<file path="src/rtl/sky_shader_pipe_pkg.sv">
// Shared types and constants for the pipelined sky shader.
//
// Contents:
//   FIXED_ONE      1.0 in the default signed 16-bit fixed-point format
//   rgb24_t        packed {b, g, r} colour bytes
//   sky_cfg_t      runtime configuration (light direction, gradient endpoints, sun tint)
//   *_RST          reset-time configuration values
//   stage_t        per-stage payload (valid, ray Y, sun term, tag)
//   shade_channel  per-channel gradient + sun blend with saturation

package sky_shader_pipe_pkg;

    localparam int FIXED_SHIFT_DEFAULT = 14;
    localparam int FIXED_ONE           = 1 << FIXED_SHIFT_DEFAULT;

    // Widest tag the payload can carry; narrower tags are zero-extended.
    localparam int TAG_MAX_W = 16;

    typedef struct packed {
        logic [7:0] b;
        logic [7:0] g;
        logic [7:0] r;
    } rgb24_t;

    typedef struct packed {
        logic [15:0] light_x;
        logic [15:0] light_y;
        logic [15:0] light_z;
        rgb24_t      col_lo;
        rgb24_t      col_hi;
        rgb24_t      sun_tint;
    } sky_cfg_t;

    // light_y resets to the instance's own 1.0, so it is built in the top.
    localparam logic [15:0] LIGHT_X_RST  = 16'h0000;
    localparam logic [15:0] LIGHT_Z_RST  = 16'h0000;
    localparam rgb24_t      COL_LO_RST   = 24'hBE0000;
    localparam rgb24_t      COL_HI_RST   = 24'hBEFFFF;
    localparam rgb24_t      SUN_TINT_RST = 24'hFFFFFF;

    typedef struct packed {
        logic                 valid;
        logic [15:0]          dir_y;  // signed ray Y, fixed point
        logic [15:0]          x;      // sun term, 0..1.0
        logic [TAG_MAX_W-1:0] tag;
    } stage_t;

    // lo + ((hi - lo) * w) >>> 8 plus (s * (tint + 1)) >> 8, saturated to 255.
    // w is 0..256, s is 0..128.
    function automatic logic [7:0] shade_channel(
        input logic [7:0] lo,
        input logic [7:0] hi,
        input logic [7:0] tint,
        input logic [8:0] w,
        input logic [7:0] s
    );
        logic signed [19:0] diff;
        logic signed [19:0] wide_w;
        logic        [9:0]  grad;
        logic        [8:0]  sun;
        logic        [9:0]  total;
        diff   = 20'(hi) - 20'(lo);
        wide_w = {11'b0, w};
        // Arithmetic shift floors negative deltas; the lerp stays inside 0..255.
        grad   = 10'(lo) + 10'((diff * wide_w) >>> 8);
        sun    = 9'((17'(s) * (17'(tint) + 17'd1)) >> 8);
        total  = grad + 10'(sun);
        return (total > 10'd255) ? 8'hFF : total[7:0];
    endfunction

endpackage

</file>
<file path="src/rtl/sky_square_stage.sv">
// One registered fixed-point squaring stage of the sun-power chain.
//
// Ports:
//   clk, reset_n  clock and asynchronous active-low reset
//   en            stage advances when high, holds otherwise
//   d             incoming payload; x must lie in 0..1.0
//   q             registered payload with x replaced by (x * x) >> FIXED_SHIFT

module sky_square_stage
    import sky_shader_pipe_pkg::*;
#(
    parameter int FIXED_SHIFT = 14
) (
    input  logic   clk,
    input  logic   reset_n,
    input  logic   en,
    input  stage_t d,
    output stage_t q
);

    always_ff @(posedge clk or negedge reset_n) begin
        if (!reset_n) begin
            q <= '0;
        end else if (en) begin
            q.valid <= d.valid;
            q.dir_y <= d.dir_y;
            q.tag   <= d.tag;
            // x <= 1.0 keeps the square <= 1.0, so 16 bits never overflow.
            q.x     <= 16'((32'(d.x) * 32'(d.x)) >> FIXED_SHIFT);
        end
    end

endmodule

</file>
<file path="src/rtl/sky_shader_pipe.sv">
// Pipelined sky-colour shader: ray direction + tag in, saturated {B,G,R} colour + tag out.
//
// Stages: S1 (clamped light dot product), SUN_SQUARINGS squaring stages, output shading.
// Latency is SUN_SQUARINGS + 2 advancing edges; one sample per cycle; order preserved.
//
// Ports:
//   clk, reset_n                        clock, asynchronous active-low reset
//   in_valid/in_ready                   input handshake; in_ready = !out_valid || out_ready
//   in_dir_x/y/z, in_tag                signed fixed-point ray direction and opaque tag
//   out_valid/out_ready                 output handshake
//   out_colour, out_tag                 {B,G,R} colour and tag of the output sample
//   cfg_wr/cfg_ready                    config write handshake; ready only when idle
//   cfg_light_x/y/z, cfg_col_lo/hi,     configuration loaded on cfg_wr && cfg_ready
//   cfg_sun_tint
//
// Build option: define SKY_GROUND_EN to output cfg_col_lo unmodified for every ray with
// negative Y (ground plane). Latency is unchanged.

module sky_shader_pipe
    import sky_shader_pipe_pkg::*;
#(
    parameter int FIXED_SHIFT   = 14,
    parameter int TAG_W         = 8,
    parameter int SUN_SQUARINGS = 2
) (
    input  logic             clk,
    input  logic             reset_n,
    input  logic             in_valid,
    output logic             in_ready,
    input  logic [15:0]      in_dir_x,
    input  logic [15:0]      in_dir_y,
    input  logic [15:0]      in_dir_z,
    input  logic [TAG_W-1:0] in_tag,
    output logic             out_valid,
    input  logic             out_ready,
    output logic [23:0]      out_colour,
    output logic [TAG_W-1:0] out_tag,
    input  logic             cfg_wr,
    output logic             cfg_ready,
    input  logic [15:0]      cfg_light_x,
    input  logic [15:0]      cfg_light_y,
    input  logic [15:0]      cfg_light_z,
    input  logic [23:0]      cfg_col_lo,
    input  logic [23:0]      cfg_col_hi,
    input  logic [23:0]      cfg_sun_tint
);

    localparam int ONE = 1 << FIXED_SHIFT;

    logic       adv;
    logic       busy;
    sky_cfg_t   cfg_q;
    sky_cfg_t   cfg_d;
    stage_t     s1_d;
    stage_t     s1_q;
    stage_t     chain [SUN_SQUARINGS+1];

    logic                out_valid_q;
    rgb24_t              out_colour_q;
    logic [TAG_W-1:0]    out_tag_q;

    // Whole pipe moves as one shift register.
    assign adv      = !out_valid_q || out_ready;
    assign in_ready = adv;

    // ---------------------------------------------------------------- configuration
    always_comb begin
        busy = out_valid_q;
        for (int i = 0; i <= SUN_SQUARINGS; i++) begin
            busy = busy | chain[i].valid;
        end
    end

    // Only an empty pipe with no sample on offer may be reconfigured, so no sample ever
    // sees a mix of old and new settings.
    assign cfg_ready = !busy && !in_valid;

    always_comb begin
        cfg_d          = cfg_q;
        cfg_d.light_x  = cfg_light_x;
        cfg_d.light_y  = cfg_light_y;
        cfg_d.light_z  = cfg_light_z;
        cfg_d.col_lo   = cfg_col_lo;
        cfg_d.col_hi   = cfg_col_hi;
        cfg_d.sun_tint = cfg_sun_tint;
    end

    always_ff @(posedge clk or negedge reset_n) begin
        if (!reset_n) begin
            cfg_q.light_x  <= LIGHT_X_RST;
            cfg_q.light_y  <= 16'(ONE);
            cfg_q.light_z  <= LIGHT_Z_RST;
            cfg_q.col_lo   <= COL_LO_RST;
            cfg_q.col_hi   <= COL_HI_RST;
            cfg_q.sun_tint <= SUN_TINT_RST;
        end else if (cfg_wr && cfg_ready) begin
            cfg_q <= cfg_d;
        end
    end

    // ---------------------------------------------------------------- S1: dot product
    logic signed [31:0] ax, ay, az, lx, ly, lz;
    logic        [17:0] dot_sum;

    assign ax = {{16{in_dir_x[15]}}, in_dir_x};
    assign ay = {{16{in_dir_y[15]}}, in_dir_y};
    assign az = {{16{in_dir_z[15]}}, in_dir_z};
    assign lx = {{16{cfg_q.light_x[15]}}, cfg_q.light_x};
    assign ly = {{16{cfg_q.light_y[15]}}, cfg_q.light_y};
    assign lz = {{16{cfg_q.light_z[15]}}, cfg_q.light_z};

    always_comb begin
        // Each product is truncated to 18 bits and the sum wraps in 18 bits.
        dot_sum = 18'((ax * lx) >>> FIXED_SHIFT)
                + 18'((ay * ly) >>> FIXED_SHIFT)
                + 18'((az * lz) >>> FIXED_SHIFT);

        s1_d       = '0;
        s1_d.valid = in_valid;
        s1_d.dir_y = in_dir_y;
        s1_d.tag   = TAG_MAX_W'(in_tag);
        if (dot_sum[17]) begin
            s1_d.x = '0;
        end else if (dot_sum[16:0] > 17'(ONE)) begin
            s1_d.x = 16'(ONE);
        end else begin
            s1_d.x = dot_sum[15:0];
        end
    end

    always_ff @(posedge clk or negedge reset_n) begin
        if (!reset_n) begin
            s1_q <= '0;
        end else if (adv) begin
            s1_q <= s1_d;
        end
    end

    // ---------------------------------------------------------------- sun power chain
    assign chain[0] = s1_q;

    for (genvar i = 0; i < SUN_SQUARINGS; i++) begin : g_square
        sky_square_stage #(
            .FIXED_SHIFT(FIXED_SHIFT)
        ) u_square (
            .clk    (clk),
            .reset_n(reset_n),
            .en     (adv),
            .d      (chain[i]),
            .q      (chain[i+1])
        );
    end

    // ---------------------------------------------------------------- output shading
    logic [17:0] t_raw;
    logic [17:0] t;
    logic [8:0]  w;
    logic [7:0]  s;
    rgb24_t      shaded;

    always_comb begin
        t_raw = {{2{chain[SUN_SQUARINGS].dir_y[15]}}, chain[SUN_SQUARINGS].dir_y} + 18'(ONE);
        if (t_raw[17]) begin
            t = '0;
        end else if (t_raw > 18'(2 * ONE)) begin
            t = 18'(2 * ONE);
        end else begin
            t = t_raw;
        end
        w = 9'(t >> (FIXED_SHIFT - 7));
        s = 8'(chain[SUN_SQUARINGS].x >> (FIXED_SHIFT - 7));

        shaded.r = shade_channel(cfg_q.col_lo.r, cfg_q.col_hi.r, cfg_q.sun_tint.r, w, s);
        shaded.g = shade_channel(cfg_q.col_lo.g, cfg_q.col_hi.g, cfg_q.sun_tint.g, w, s);
        shaded.b = shade_channel(cfg_q.col_lo.b, cfg_q.col_hi.b, cfg_q.sun_tint.b, w, s);
`ifdef SKY_GROUND_EN
        if (chain[SUN_SQUARINGS].dir_y[15]) begin
            shaded = cfg_q.col_lo;
        end
`else
`endif
    end

    always_ff @(posedge clk or negedge reset_n) begin
        if (!reset_n) begin
            out_valid_q  <= 1'b0;
            out_colour_q <= '0;
            out_tag_q    <= '0;
        end else if (adv) begin
            out_valid_q <= chain[SUN_SQUARINGS].valid;
            // Bubbles leave the last colour/tag in place.
            if (chain[SUN_SQUARINGS].valid) begin
                out_colour_q <= shaded;
                out_tag_q    <= chain[SUN_SQUARINGS].tag[TAG_W-1:0];
            end
        end
    end

    assign out_valid  = out_valid_q;
    assign out_colour = out_colour_q;
    assign out_tag    = out_tag_q;

endmodule

</file>
<file path="config.mk">
export PLATFORM = sky130hd
export DESIGN_NAME = sky_shader_pipe
export DESIGN_NICKNAME = d
export VERILOG_FILES = /design/src/rtl/sky_shader_pipe_pkg.sv /design/src/rtl/sky_square_stage.sv /design/src/rtl/sky_shader_pipe.sv
export SDC_FILE = /design/constraint.sdc
export NUM_CORES = 2
export LEC_CHECK = 0
export ABC_CLOCK_PERIOD_IN_PS = 25400
export BUFFER_PORTS_ARGS = -buffer_cell sky130_fd_sc_hd__buf_4
export CORE_MARGIN = 2
export CORE_UTILIZATION = 60
export CTS_BUF_LIST = sky130_fd_sc_hd__clkbuf_16
export DETAILED_ROUTE_END_ITERATION = 10
export PLACE_DENSITY = 0.82
export SLEW_MARGIN = 20
export SYNTH_ARGS = -nofsm -noshare
export SYNTH_HDL_FRONTEND = slang
export SYNTH_HIERARCHICAL = 1
export SYNTH_SLANG_ARGS = --single-unit
</file>
<file path="constraint.sdc">
create_clock -name clk -period 25.4 [get_ports clk]
set_clock_uncertainty 0.1 [all_clocks]
set_input_delay 5.08 -clock clk [delete_from_list [all_inputs] [get_ports clk]]
set_output_delay 5.08 -clock clk [all_outputs]
set_load 0.02 [all_outputs]
</file>
==> flow_summary.html <==
<table>
<tr><th>Metric</th><th>Value</th></tr>
<tr><th colspan="2">Clock network</th></tr>
<tr><td>Count of cells resized by post-cts repair</td><td>0</td></tr>
<tr><td>Clock tree root buffer cell</td><td>sky130_fd_sc_hd__clkbuf_16</td></tr>
<tr><td>Num CTS Buffers</td><td>37</td></tr>
<tr><td>Clock transition time at the flip-flop clock pins of the worst setup and hold paths</td><td>about 0.060 ns</td></tr>
<tr><td>Clock net sink count</td><td>268</td></tr>
<tr><td>CTS hold repair buffers</td><td>0</td></tr>
<tr><td>Count of buffers added by post-CTS timing repair for setup</td><td>0</td></tr>
<tr><td>CTS tree</td><td>done</td></tr>
<tr><td>Clock latency at the later pin of the worst-skew pair</td><td>0.62 ns</td></tr>
<tr><td>Maximum buffer depth of the clock tree</td><td>3</td></tr>
<tr><td>H-tree depth</td><td>2</td></tr>
<tr><th colspan="2">Outcome</th></tr>
<tr><td>Run status</td><td>completed</td></tr>
<tr><th colspan="2">Setup path</th></tr>
<tr><td>Data arrival, critical path</td><td>between 10 and 15 ns</td></tr>
<tr><td>Max stage delay cell, worst path</td><td>sky130_fd_sc_hd__a221oi_1</td></tr>
<tr><td>CP Capture Type</td><td>register</td></tr>
<tr><td>Cell with the most instances on the worst path</td><td>sky130_fd_sc_hd__inv_1</td></tr>
<tr><td>Startpoint Class</td><td>input pin</td></tr>
<tr><td>Category of the most critical setup path</td><td>in -&gt; reg</td></tr>
<tr><td>Required time worst endpoint</td><td>about 26 ns</td></tr>
<tr><td>Biggest cell delay along the critical path</td><td>0.67 ns</td></tr>
<tr><td>Top fanout value on the critical path</td><td>17</td></tr>
<tr><th colspan="2">STA</th></tr>
<tr><td>Hold Fails Final Rpt</td><td>0</td></tr>
<tr><td>Summed negative setup slack over all endpoints</td><td>0 ns</td></tr>
<tr><td>Number of pins with negative max-slew slack in the final report</td><td>0</td></tr>
<tr><td>Min Tclk post-route</td><td>14.31 ns</td></tr>
<tr><td>Crit share post-route</td><td>0.563</td></tr>
<tr><td>Top achievable clock speed</td><td>69.9 MHz</td></tr>
<tr><td>Transition time at the pin with the least slew margin</td><td>roughly 1.1 ns</td></tr>
<tr><td>Final setup vio count</td><td>0</td></tr>
<tr><td>Setup repair after global routing missed its margin</td><td>false</td></tr>
<tr><td>Relative slew margins</td><td>0.283</td></tr>
<tr><th colspan="2">Route</th></tr>
<tr><td>Router iterations before antenna repair</td><td>5</td></tr>
<tr><td>Total number of vias</td><td>49500</td></tr>
<tr><td>Iteration-0 DRC Markers</td><td>a little under 3000</td></tr>
<tr><td>Per-cell via count in the routed design</td><td>5.54</td></tr>
<tr><td>Detailed-route wire length per cell</td><td>around 18 µm</td></tr>
<tr><td>Number of routed nets with antenna violations</td><td>0</td></tr>
<tr><td>Routed WL</td><td>159000 µm</td></tr>
<tr><td>Number of remaining DRC errors</td><td>0</td></tr>
<tr><th colspan="2">Global route</th></tr>
<tr><td>Via count of the first global-routing pass</td><td>roughly 55000</td></tr>
<tr><td>Combined global-route utilization of all metal layers</td><td>0.281</td></tr>
<tr><td>Final global-route overflow total</td><td>0</td></tr>
<tr><td>Largest net degree at the start of global routing</td><td>143</td></tr>
<tr><td>Wire length of the first global-routing pass</td><td>268000 µm</td></tr>
<tr><td>Number of antenna violations at the first check in global routing</td><td>2</td></tr>
<tr><th colspan="2">Die</th></tr>
<tr><td>Starting density of the core</td><td>0.605</td></tr>
<tr><td>Full die area</td><td>118000 µm²</td></tr>
<tr><td>Core outline area</td><td>114000 µm²</td></tr>
<tr><td>Height of the chip</td><td>approximately 340 µm</td></tr>
<tr><td>Standard-cell row count</td><td>124</td></tr>
<tr><td>I/O pin total</td><td>216</td></tr>
<tr><td>Overall die width</td><td>344 µm</td></tr>
<tr><th colspan="2">Logic synthesis</th></tr>
<tr><td>Warnings from Yosys</td><td>6</td></tr>
<tr><td>Gate count after technology mapping</td><td>about 7300</td></tr>
<tr><td>Synth Net Count</td><td>9679</td></tr>
<tr><td>Mapped Avg Cell Area</td><td>9.43 µm²</td></tr>
<tr><td>Netlist area before placement</td><td>69200 µm²</td></tr>
<tr><th colspan="2">Layout</th></tr>
<tr><td>Most common library cell in the layout ignoring fill and taps</td><td>sky130_fd_sc_hd__inv_1</td></tr>
<tr><td>Proportion of layout cells with a drive suffix above 1</td><td>0.0797</td></tr>
<tr><td>Antenna cells</td><td>0</td></tr>
<tr><td>Count of non-filler cells in the finished layout</td><td>8927</td></tr>
<tr><td>Highest-count cells in the layout ignoring fill and taps</td><td>sky130_fd_sc_hd__inv_1, sky130_fd_sc_hd__fa_1, sky130_fd_sc_hd__nand2_1</td></tr>
<tr><td>Area delta synth-&gt;final</td><td>5.90%</td></tr>
<tr><td>Net count, final</td><td>9725</td></tr>
<tr><th colspan="2">Hold path</th></tr>
<tr><td>Path class of the lowest-slack min-delay path</td><td>reg -&gt; reg</td></tr>
<tr><th colspan="2">Placement</th></tr>
<tr><td>Count of input and output buffers</td><td>215</td></tr>
<tr><td>Global placer's final weighted congestion</td><td>0.927</td></tr>
<tr><td>Number of cells after detailed placement</td><td>a little under 9000</td></tr>
<tr><td>Detailed placement HPWL</td><td>129000 µm</td></tr>
<tr><th colspan="2">Flow run</th></tr>
<tr><td>Count of max-cap constraint violations</td><td>0</td></tr>
</table>
[path summary, 6_finish.rpt]
check,slack (ns),start,to,cells after the start
setup / recovery,11.09,in_dir_y[4],chain[119],39
hold / removal,0.37,chain[132],chain[132],2
setup reg to reg,14.92,cfg_q[89],chain[119],37
hold reg to reg,0.37,chain[132],chain[132],2
max in group asynchronous,19.76,reset_n,cfg_q[86],2
min in group asynchronous,4.26,reset_n,out_tag[5],1
[state kept, by name, summed over array words and instances (netlist names)]
signal,flops
chain,41
cfg_q,120
out_tag,8
out_valid,1
out_colour,24
g_square.u_square/q,74
[critical path: cells and delay by family]
| kind | cells | cell delay (ns) |
|---|---|---|
| fa+ha+maj | 9 | 3.71 |
| xor+xnor | 2 | 0.28 |
| simple gates | 8 | 1.61 |
| buf+inv | 8 | 0.55 |
| compound gates | 12 | 3.53 |
[layer usage]
metal | vias to the layer above | share of wire | track usage
li1 | 22100 | - | -
met1 | 25200 | 0.39 | 0.353
met2 | 1744 | 0.51 | 0.498
met3 | 369 | 0.065 | 0.0348
met4 | 0 | 0.038 | 0.108
met5 | - | 0 | 0
[per-stage QoR]
step,cell area (µm²),setup WS (ns),util,hold slack (ns)
after floorplan,69200,11.62,-,0.333
after detailed placement,72000,10.19,0.630,0.353
after global placement,72000,10.28,0.630,0.347
final,73300,11.09,0.641,0.369
after CTS,73300,10.83,0.641,0.370
after global routing,73300,10.53,0.641,0.393
[area by class of cell]
class / instances / area [µm²]
sequential: 268 / 6770
tap: 1512 / 1890
timing repair buffer: 227 / 1740
fill: 8884 / 41000
clock inverter: 29 / 310
multi-input combinational: 5076 / 55000
clock buffer: 38 / 951
inverter: 1777 / 6670
Power is not shown: default switching activity piles up to over one toggle a cycle in this logic, so the estimate is an artifact.
